[config.mk]
export PLATFORM = sky130hd
export DESIGN_NAME = ifu_sram_bridge
export DESIGN_NICKNAME = d
export VERILOG_FILES = /design/src/rtl/ifu_sram_bridge.sv
export SDC_FILE = /design/constraint.sdc
export NUM_CORES = 1
export LEC_CHECK = 0
export CORE_MARGIN = 10
export CORE_UTILIZATION = 53
export CTS_CLUSTER_SIZE = 20
export DETAILED_ROUTE_END_ITERATION = 8
export PLACE_DENSITY = 0.9
export SLEW_MARGIN = 20
export SYNTH_ARGS = -nofsm -noshare
export SYNTH_HDL_FRONTEND = slang
export SYNTH_SLANG_ARGS = --single-unit
export TNS_END_PERCENT = 5
[constraint.sdc]
create_clock -name clk -period 6.26 [get_ports clk]
set_input_delay 1.252 -clock clk [delete_from_list [all_inputs] [get_ports clk]]
set_output_delay 1.252 -clock clk [all_outputs]
set_load 0.005 [all_outputs]
[src/rtl/ifu_sram_bridge.sv]
// ---------------------------------------------------------------------------
// ifu_sram_bridge
//
// Connects the instruction-fetch unit to a synchronous single-port
// instruction SRAM. Fetch requests are decoded for access faults, issued to
// the SRAM, tracked through a fixed-latency tag pipeline and returned
// in order through a small response FIFO. A credit counter covers
// everything in flight plus everything buffered, so a response always has a
// FIFO slot waiting for it and the tag pipeline never stalls.
//
// Ports
//   clk            clock
//   rst            synchronous active-high reset
//   flush          drop every in-flight and buffered response
//   ifu_req_valid  fetch request valid
//   ifu_req_ready  fetch request accepted when valid && ready
//   ifu_req_pc     fetch byte address
//   ifu_rsp_valid  response valid (FIFO head)
//   ifu_rsp_ready  core consumes the head response
//   ifu_rsp_instr  fetched instruction, 0 on an access fault
//   ifu_rsp_err    access fault (misaligned or outside the region)
//   ram_cs         SRAM read enable
//   ram_addr       SRAM word address
//   ram_rdata      SRAM read data, valid RAM_LAT cycles after ram_cs
// ---------------------------------------------------------------------------
module ifu_sram_bridge #(
  parameter int                 PC_SIZE    = 32,
  parameter int                 INSTR_SIZE = 32,
  parameter int                 ADDR_W     = 14,
  parameter logic [PC_SIZE-1:0] BASE_ADDR  = 32'h8000_0000,
  parameter int                 RAM_LAT    = 1,
  parameter int                 DEPTH      = 3
) (
  input  logic                  clk,
  input  logic                  rst,
  input  logic                  flush,
  input  logic                  ifu_req_valid,
  output logic                  ifu_req_ready,
  input  logic [PC_SIZE-1:0]    ifu_req_pc,
  output logic                  ifu_rsp_valid,
  input  logic                  ifu_rsp_ready,
  output logic [INSTR_SIZE-1:0] ifu_rsp_instr,
  output logic                  ifu_rsp_err,
  output logic                  ram_cs,
  output logic [ADDR_W-1:0]     ram_addr,
  input  logic [INSTR_SIZE-1:0] ram_rdata
);

  localparam int CW = $clog2(DEPTH + 1);
  localparam int PW = (DEPTH > 1) ? $clog2(DEPTH) : 1;

  // Credits in use (in flight + buffered) and FIFO occupancy.
  logic [CW-1:0] cnt_reg, cnt_next;
  logic [CW-1:0] fill_reg, fill_next;
  logic [PW-1:0] wr_ptr_reg, rd_ptr_reg;

  // Each entry is {err, instr}.
  logic [INSTR_SIZE:0] fifo_mem [DEPTH];

  logic req_err;
  logic acc;
  logic pop;
  logic push;
  logic push_err;
  logic [INSTR_SIZE:0] push_data;
  logic [INSTR_SIZE:0] head;
  logic drop;

  // Reset and flush both discard all state on the same edge.
  assign drop = rst || flush;

  // -------------------------------------------------------------------------
  // Request side
  // -------------------------------------------------------------------------
  assign req_err = (ifu_req_pc[1:0] != 2'b00) ||
                   (ifu_req_pc[PC_SIZE-1:ADDR_W+2] != BASE_ADDR[PC_SIZE-1:ADDR_W+2]);

  // Ready depends only on registered credit state, never on ifu_rsp_ready.
  assign ifu_req_ready = !rst && !flush && (cnt_reg < CW'(DEPTH));
  assign acc           = ifu_req_valid && ifu_req_ready;

  // Faulting requests take a credit and a tag slot but do not touch the SRAM.
  assign ram_cs   = acc && !req_err;
  assign ram_addr = ifu_req_pc[ADDR_W+1:2];

  // -------------------------------------------------------------------------
  // Tag pipeline: one {valid, err} stage per cycle of SRAM latency, so the
  // last stage lines up with ram_rdata for the matching read.
  // -------------------------------------------------------------------------
  for (genvar gi = 0; gi < RAM_LAT; gi++) begin : g_tag
    logic valid_reg;
    logic err_reg;
    logic valid_in;
    logic err_in;

    if (gi == 0) begin : g_first
      assign valid_in = acc;
      assign err_in   = req_err;
    end else begin : g_next
      assign valid_in = g_tag[gi-1].valid_reg;
      assign err_in   = g_tag[gi-1].err_reg;
    end

    always_ff @(posedge clk) begin
      if (drop) begin
        valid_reg <= 1'b0;
      end else begin
        valid_reg <= valid_in;
      end
      err_reg <= err_in;
    end
  end

  assign push      = g_tag[RAM_LAT-1].valid_reg;
  assign push_err  = g_tag[RAM_LAT-1].err_reg;
  assign push_data = {push_err, push_err ? {INSTR_SIZE{1'b0}} : ram_rdata};

  // -------------------------------------------------------------------------
  // Response FIFO
  // -------------------------------------------------------------------------
  assign head          = fifo_mem[rd_ptr_reg];
  assign ifu_rsp_valid = !rst && (fill_reg != '0);
  assign ifu_rsp_instr = ifu_rsp_valid ? head[INSTR_SIZE-1:0] : '0;
  assign ifu_rsp_err   = ifu_rsp_valid ? head[INSTR_SIZE] : 1'b0;
  assign pop           = ifu_rsp_valid && ifu_rsp_ready;

  always_ff @(posedge clk) begin
    if (push) begin
      fifo_mem[wr_ptr_reg] <= push_data;
    end
  end

  always_comb begin
    cnt_next = cnt_reg;
    case ({acc, pop})
      2'b10:   cnt_next = cnt_reg + CW'(1);
      2'b01:   cnt_next = cnt_reg - CW'(1);
      default: cnt_next = cnt_reg;
    endcase
  end

  always_comb begin
    fill_next = fill_reg;
    case ({push, pop})
      2'b10:   fill_next = fill_reg + CW'(1);
      2'b01:   fill_next = fill_reg - CW'(1);
      default: fill_next = fill_reg;
    endcase
  end

  always_ff @(posedge clk) begin
    if (drop) begin
      cnt_reg    <= '0;
      fill_reg   <= '0;
      wr_ptr_reg <= '0;
      rd_ptr_reg <= '0;
    end else begin
      cnt_reg  <= cnt_next;
      fill_reg <= fill_next;
      if (push) begin
        wr_ptr_reg <= (wr_ptr_reg == PW'(DEPTH - 1)) ? '0 : wr_ptr_reg + PW'(1);
      end
      if (pop) begin
        rd_ptr_reg <= (rd_ptr_reg == PW'(DEPTH - 1)) ? '0 : rd_ptr_reg + PW'(1);
      end
    end
  end

endmodule

After elaboration in Yosys (flattened, before gate mapping). Memories as Yosys holds them, arrays and structs flattened. A register that Yosys moved wholly into a read port is not among the register bits. Index checks and enable logic that the tools add are counted.

Bits in registers: 10. Bits in writable memories: 99. Input bits: 69. Memories: 1.

Memories: fifo_mem (words 3, width 33, rd ports 1, clocked after Yosys merged registers in 1, wr ports 1, line 58) `logic [INSTR_SIZE:0] fifo_mem [DEPTH];`.

Add/sub/neg operators: 6. $lt $le $gt $ge: 1. Equal/unequal tests: 7. Multiplexer cells: 11. Reductions and logical operators: 15.

Operators by type and width (count): $mux 32 (2); $ne 16x16->1 const B (1); $add 2x1->2 const B (4); $eq 2x2->1 const B (4); $mux 2 (4); $pmux 2 s2 (2); $reduce_bool 2->1 (4); $logic_and 1x1->1 (6); $eq 2x1->1 const B (2); $sub 2x1->2 const B (2); $logic_not 1->1 (3); $mux 1 (3); $logic_or 1x1->1 (2); $lt 2x2->1 const B (1).

Depth between registers and ports, before layout. Gate-level depths: netlist of run 1.

Depth in word-level cells: 6. Depth in mapped cells: 8.

Least setup slack after synthesis of run 1. No wires, ideal clock.

Path type: register -> register. Start point: register g_tag[0].valid_reg. End point: memory fifo_mem[0][0] in the netlist's numbering, enable pin. Data arrival time: 2.864 ns. Data required time: 5.786 ns. Setup slack: 2.922 ns. Stages on the path, launching flop included: 2. Path buffers: 0. Period minus slack after synthesis: 3.338 ns. Cells stage by stage: dfxtp_1 -> nor3b_1.

Longest elaborated chain between the ends: 2.

Ends and longest elaborated chain: from (decl) (line 91) `logic valid_reg;`; from (signal assigned) (line 108) `valid_reg <= valid_in;`; $mux 1 (line 128) `if (push) begin`; $mux 1 (not written as such) (line 129) `fifo_mem[wr_ptr_reg] <= push_data;`; to (decl) (line 58).

Every way passes these cells.

Final worst setup path of run 1.
Start point: input rst. End point: output ifu_rsp_instr[7].

Longest elaborated chain between the ends: 3.

Ends and longest elaborated chain: from (decl) (line 35) `input logic rst,`; $logic_not 1->1 (line 122) `assign ifu_rsp_valid = !rst && (fill_reg != '0);`; $logic_and 1x1->1 (line 122); $mux 32 (line 123) `assign ifu_rsp_instr = ifu_rsp_valid ? head[INSTR_SIZE-1:0] : '0;`; to (decl) (line 42) `output logic [INSTR_SIZE-1:0] ifu_rsp_instr,`.

Every way passes these cells.

==> flow_summary.json, run 1 <==
{
  "setup_viol": 0,
  "finalCriticalPeriod_ns": 4.188,
  "ys_warn_count": 0,
  "die_w_um": 115.9,
  "worst_setup_path_start_kind": "input pin",
  "synth_nets": 390,
  "ys_types": 33,
  "power_per_cell_area_mw_per_mm2": 216.5,
  "insertion_delay_ns": 0.37,
  "critical_path.cell_chain": "clkdlybuf4s50_1, o21bai_4, nor2_1, clkdlybuf4s50_1",
  "n_antenna_cell": 0,
  "whs_ns": 0.5207,
  "syn-cell-area_mm2": 0.004871,
  "cts_sinks": 111,
  "ant_nets": 0,
  "synth_cells": 319,
  "pin_count": 119,
  "ir_worst_vdd_mv": 0.1038,
  "synth-async-reset-ratio": 0,
  "cts_tree": "yes",
  "hp-class": "reg2reg",
  "outcome": "finished, final reports clean",
  "postCtsSetupBuffers": 0,
  "regMostFlops": "fifo_mem",
  "num-nets-final": 465,
  "pre_cts_ws_ns": 2.066,
  "crit_required_ns": 5.01,
  "die_h_um": 115.9,
  "p_leak_nw": 1.937,
  "rsz0062_at_grt": "no",
  "placed_area_mm2": 0.005741,
  "worstSetupStartpoint": "rst",
  "avgSynthCellArea_um2": 15.27,
  "cp_slowest_cell": "clkdlybuf4s50_1",
  "endpoint_kind": "output pin",
  "antenna_found_initial": 0,
  "gp_congestion": 0.7064,
  "grt-ovfl-total": 0,
  "period_share": 0.6690,
  "worstReg2RegEnd": "cnt_reg[1]$_SDFFE_PP0P_",
  "cts_hold_buf": 0,
  "drv_slew": 0,
  "core-area_mm2": 0.008848,
  "synth-seq-cells": 111,
  "h-tree-depth": 3,
  "yosys.area.top_type": "edfxtp_1",
  "ys_seq_area_frac": 0.6596,
  "wl_um": 9404,
  "initialDrtViolationCount": 134,
  "grt_pass1_wl_um": 14840,
  "hpwl_um": 6242,
  "r2r_start": "fill_reg[0]$_SDFFE_PP0P_",
  "critPathMostFrequentCell": "clkdlybuf4s50_1",
  "root_buffer": "clkbuf_8",
  "path_clk_slew_ns": 0.09,
  "arrival_ns": 2.94,
  "worst_pin_slew_ns": 1.069,
  "finClkSkew_ns": 0.008210,
  "vias_per_cell": 5.385,
  "critical_path.max_stage_delay_ns": 0.53,
  "row_count": 34,
  "rrSetupSlack_ns": 4.04,
  "synth_edf_count": 99,
  "hold_viol_final": 0,
  "wl_per_cell_um": 18.55,
  "synthFlopType": "edfxtp_1",
  "crit_fanout": 38,
  "rr_worst_depth": 5,
  "yosysMostFrequentCell": "edfxtp_1",
  "port_buffers": 90,
  "netlist_top_cells_area": "edfxtp_1 61%, mux2_4 9.2%, mux2i_1 6.8%",
  "largest_register_ffs": 99,
  "max_slew_margin": 0.2875,
  "vias": 2730,
  "track_usage": 0.1434,
  "cts_inserted_buffers": 9,
  "synthTopCellsByCount": "99 x edfxtp_1, 40 x nor2_1, 33 x mux2i_1, 33 x nor2b_1, 30 x mux2_4",
  "firstDrtPassIters": 4,
  "fin_area_mm2": 0.005932,
  "grt_max_degree": 39,
  "yosysTopAreaCellShare": 0.6103,
  "drive_gt1_frac": 0.1429,
  "drv_cap": 0,
  "finalWorstSetupSlack_ns": 2.072,
  "critPathKind": "in2out",
  "critPathCapture": "ifu_rsp_instr[7]",
  "post_cts_resized": 0,
  "drc_errors": 0,
  "initial_core_util": 0.5505,
  "syn_to_final_growth_pct": 21.78,
  "cts_max_path_buffers": 2,
  "fmax_mhz": 238.8,
  "tns_ns": 0,
  "grt_pass1_vias": 3032,
  "die_area_mm2": 0.01342
}
-- worst max-delay path, delay by kind of cell --
family / cells / cell delay, ns
and+or+nand+nor: 1 / 0.25
buffers and inverters: 2 / 0.99
AOI/OAI and AO/OA: 1 / 0.43
-- cell families after synthesis --
family | Yosys count | share of synthesized area
flip-flops | 111 | 0.6596
AND/OR/NAND/NOR | 90 | 0.09478
multiplexers | 66 | 0.1672
buffers and inverters | 34 | 0.05112
AO/OA/AOI/OAI | 12 | 0.01490
XOR/XNOR | 4 | 0.007194
adder cells (fa/ha/maj) | 2 | 0.005137
-- report_power, final --
group | switching [mW] | leakage, nW | internal [mW]
combinational | 0.0192 | 0.809 | 0.0472
sequential | 0.00311 | 1.03 | 0.801
clock | 0.230 | 0.0960 | 0.184
total | 0.252 | 1.94 | 1.03
-- per-layer routing --
layer  track usage  up-vias  wire (µm)
li1              -     1284          -
met1        0.1436     1348       3542
met2        0.2639       84       5012
met3       0.05581       14        733
met4       0.05171        0        115
met5             0        -          0
-- worst min path at each step --
| stage | from | to | slack, ns | cells after the start |
|---|---|---|---|---|
| floorplan | fill_reg[1]$_SDFFE_PP0P_ | fill_reg[1]$_SDFFE_PP0P_ | 0.46 | 2 |
| finish | rd_ptr_reg[1]$_SDFFE_PP0N_ | register | 0.52 | 2 |
| global route | rd_ptr_reg[0]$_SDFFE_PP0N_ | register | 0.57 | 2 |
| detailed placement | cnt_reg[1]$_SDFFE_PP0P_ | cnt_reg[1]$_SDFFE_PP0P_ | 0.50 | 2 |
| global placement | rd_ptr_reg[1]$_SDFFE_PP0N_ | register | 0.48 | 2 |
| CTS | cnt_reg[1]$_SDFFE_PP0P_ | cnt_reg[1]$_SDFFE_PP0P_ | 0.52 | 2 |
-- through the flow --
step / cells / total power [mW] / util
2_1_floorplan: 319 / 0.8514 / -
3_3_place_gp: 491 / 0.8860 / 0.6480
3_5_place_dp: 491 / 0.8887 / 0.6488
4_1_cts: 507 / 1.289 / 0.6701
5_1_grt: 507 / 1.324 / 0.6704
6_report: 507 / 1.285 / 0.6704
-- cell usage in the layout, fill, tap and decap left out, types with 2 or more instances in the layout --
| master | count |
|---|---|
| or3_1 | 2 |
| nor2_1 | 39 |
| xor2_1 | 2 |
| edfxtp_1 | 99 |
| ha_1 | 2 |
| nand2_1 | 3 |
| nor2b_1 | 33 |
| mux2_4 | 30 |
| o21ai_1 | 2 |
| buf_4 | 4 |
| or2_1 | 2 |
| dfxtp_1 | 10 |
| clkdlybuf4s50_1 | 90 |
| o21ai_0 | 2 |
| mux2_1 | 3 |
| clkinv_2 | 3 |
| xnor2_1 | 2 |
| mux2i_1 | 33 |
| nor4_1 | 3 |
| a21oi_1 | 5 |
| clkbuf_8 | 9 |
| inv_1 | 3 |
-- area by class of cell --
class | instances | area (µm²)
fillers | 657 | 2917
flip-flops and latches | 111 | 3218
repair buffers | 94 | 930.9
clock buffers | 10 | 127.6
well taps | 108 | 135.1
inverters | 4 | 15.01
multi-input cells | 174 | 1444
clock inverters | 6 | 61.31
Note: power is estimated with default switching activity, not from simulation.
==> inputs of run 2 (changes only) <==
--- a/config.mk
+++ b/config.mk
@@ -6,10 +6,10 @@
 export NUM_CORES = 1
 export LEC_CHECK = 0
 export CORE_MARGIN = 10
-export CORE_UTILIZATION = 53
+export CORE_UTILIZATION = 45
 export CTS_CLUSTER_SIZE = 20
 export DETAILED_ROUTE_END_ITERATION = 8
-export PLACE_DENSITY = 0.9
+export PLACE_DENSITY = 0.82
 export SLEW_MARGIN = 20
 export SYNTH_ARGS = -nofsm -noshare
 export SYNTH_HDL_FRONTEND = slang
==> constraint.sdc (replaced) <==
create_clock -name clk -period 3.41 [get_ports clk]
set_input_delay 0.682 -clock clk [delete_from_list [all_inputs] [get_ports clk]]
set_output_delay 0.682 -clock clk [all_outputs]
set_load 0.005 [all_outputs]
==> run 2 against run 1 <==
Total power up 78%. Sequential share of layout area down 0.65 points. Critical path depth unchanged. Clock skew is 0.0080 ns higher.
==> flow_summary.json, run 2 (same netlist as run 1, synthesis figures left out) <==
{
  "period_share": 0.8997,
  "combPwrFrac": 0.054,
  "layout_common_cells": "99 x edfxtp_1, 90 x clkdlybuf4s50_1, 39 x nor2_1",
  "critical_path.cell_chain": "clkdlybuf4s50_1, o21bai_4, nor2_1, clkdlybuf4s50_1",
  "n_antenna_cell": 0,
  "gp_congestion": 0.6837,
  "endpoint_kind": "output pin",
  "drc_errors": 0,
  "drv_cap": 0,
  "cts_inserted_buffers": 9,
  "cts_sinks": 111,
  "hp-class": "reg2reg",
  "fmax_mhz": 326.0,
  "drv_slew": 0,
  "wl_per_cell_um": 17.84,
  "cts_hold_buf": 0,
  "hold-path-cell-count": 2,
  "grt_max_degree": 39,
  "critPathTopFamily": "buffers and inverters",
  "row_count": 37,
  "track_usage": 0.1252,
  "postCtsSetupBuffers": 0,
  "arrival_ns": 2.39,
  "insertion_delay_ns": 0.35,
  "vias": 2645,
  "netSwitchingPower_uw": 455.6,
  "critPathMostFrequentCell": "clkdlybuf4s50_1",
  "ant_nets": 0,
  "h-tree-depth": 3,
  "initial_core_util": 0.4676,
  "p_sw_frac": 0.1998,
  "worst_setup_path_start_kind": "input pin",
  "wl_um": 9560,
  "p_clk_frac": 0.298,
  "root_buffer": "clkbuf_8",
  "drive_gt1_frac": 0.1400,
  "intPower_mw": 1.825,
  "worstReg2RegEnd": "fill_reg[1]$_SDFFE_PP0P_",
  "hold_viol_final": 0,
  "tns_ns": 0,
  "worst_pin_slew_ns": 1.078,
  "max_slew_margin": 0.2795,
  "num-nets-final": 466,
  "r2r_start": "fill_reg[0]$_SDFFE_PP0P_",
  "finalCriticalPeriod_ns": 3.068,
  "die_w_um": 124.0,
  "cts_max_path_buffers": 2,
  "finClkSkew_ns": 0.01622,
  "setup_viol": 0,
  "grt_pass1_vias": 2907,
  "port_buffers": 90,
  "power_per_cell_area_mw_per_mm2": 380.1,
  "vias_per_cell": 4.935,
  "p_leak_nw": 1.930,
  "worstSetupStartpoint": "rst",
  "initialDrtViolationCount": 140,
  "ir_worst_vdd_mv": 0.2338,
  "cp_slowest_cell": "clkdlybuf4s50_1",
  "path_clk_slew_ns": 0.09,
  "pin_count": 119,
  "power_mw": 2.281,
  "holdCritStartpoint": "rd_ptr_reg[1]$_SDFFE_PP0N_",
  "critical_path.max_stage_delay_ns": 0.53,
  "rr_worst_depth": 5,
  "firstDrtPassIters": 6,
  "regMostFlops": "fifo_mem",
  "rsz0062_at_grt": "no",
  "path_buf_inv": 2,
  "hpwl_um": 6318,
  "largest_register_ffs": 99,
  "grt-ovfl-total": 0,
  "crit_required_ns": 2.73,
  "post_cts_resized": 0,
  "grt_pass1_wl_um": 14920,
  "pwr-share-seq": 0.647,
  "crit_fanout": 38,
  "antenna_found_initial": 0,
  "cts_tree": "yes",
  "syn_to_final_growth_pct": 23.17,
  "rrSetupSlack_ns": 1.11,
  "critPathKind": "in2out",
  "die_h_um": 124.0,
  "die_area_mm2": 0.01539,
  "core-area_mm2": 0.01042,
  "outcome": "finished, final reports clean",
  "final_common_cell": "edfxtp_1"
}
==> run 2: per-stage QoR <==
step | cells | setup WS, ns | area [µm²] | hold WS, ns | util
after floorplan | 319 | 0.07187 | 4871 | 0.4583 | -
after global placement | 520 | 0.3143 | 5827 | 0.4782 | 0.5594
after detailed placement | 520 | 0.3070 | 5827 | 0.5039 | 0.5594
after CTS | 536 | 0.2978 | 5993 | 0.5159 | 0.5754
after global routing | 536 | 0.2110 | 6000 | 0.5756 | 0.5760
final | 536 | 0.3422 | 6000 | 0.5166 | 0.5760
==> run 2: power groups by stage <==
stage	clock (mW)	combinational (mW)	sequential, mW
finish	0.680	0.124	1.48
floorplan	0	0.0566	1.51
detailed placement	0	0.125	1.51
CTS	0.697	0.125	1.48
global route	0.753	0.133	1.48
global placement	0	0.123	1.51
==> run 2: worst max path at each step <==
stage                                to  slack (ns)  cells past startpoint
4_1_cts               ifu_rsp_instr[21]        0.30                      4
6_report              ifu_rsp_instr[21]        0.34                      4
5_1_grt               ifu_rsp_instr[21]        0.21                      4
3_5_place_dp          ifu_rsp_instr[21]        0.31                      4
3_3_place_gp          ifu_rsp_instr[21]        0.31                      4
2_1_floorplan  fifo_mem[0][0]$_DFFE_PP_        0.07                      1
==> run 2: tightest hold or removal path, delay by kind of cell, from the launching register on <==
kind / cells / cell delay, ns
compound gates: 2 / 0.15
flops: 1 / 0.33
==> run 2: per-layer routing <==
layer  share of wire  wire length [µm]  global-route usage
met1            0.41              3947              0.1394
met2            0.50              4827              0.2181
met3           0.077               733             0.04344
met4          0.0053                51             0.04317
met5               0                 0                   0
==> run 2: area by class of cell <==
class	count	area (µm²)
multi-input cells	174	1444
repair buffers	95	988.4
clock buffers	11	131.4
flip-flops and latches	111	3216
well taps	136	170.2
inverters	4	15.01
clock inverters	5	35.03
fillers	844	4417
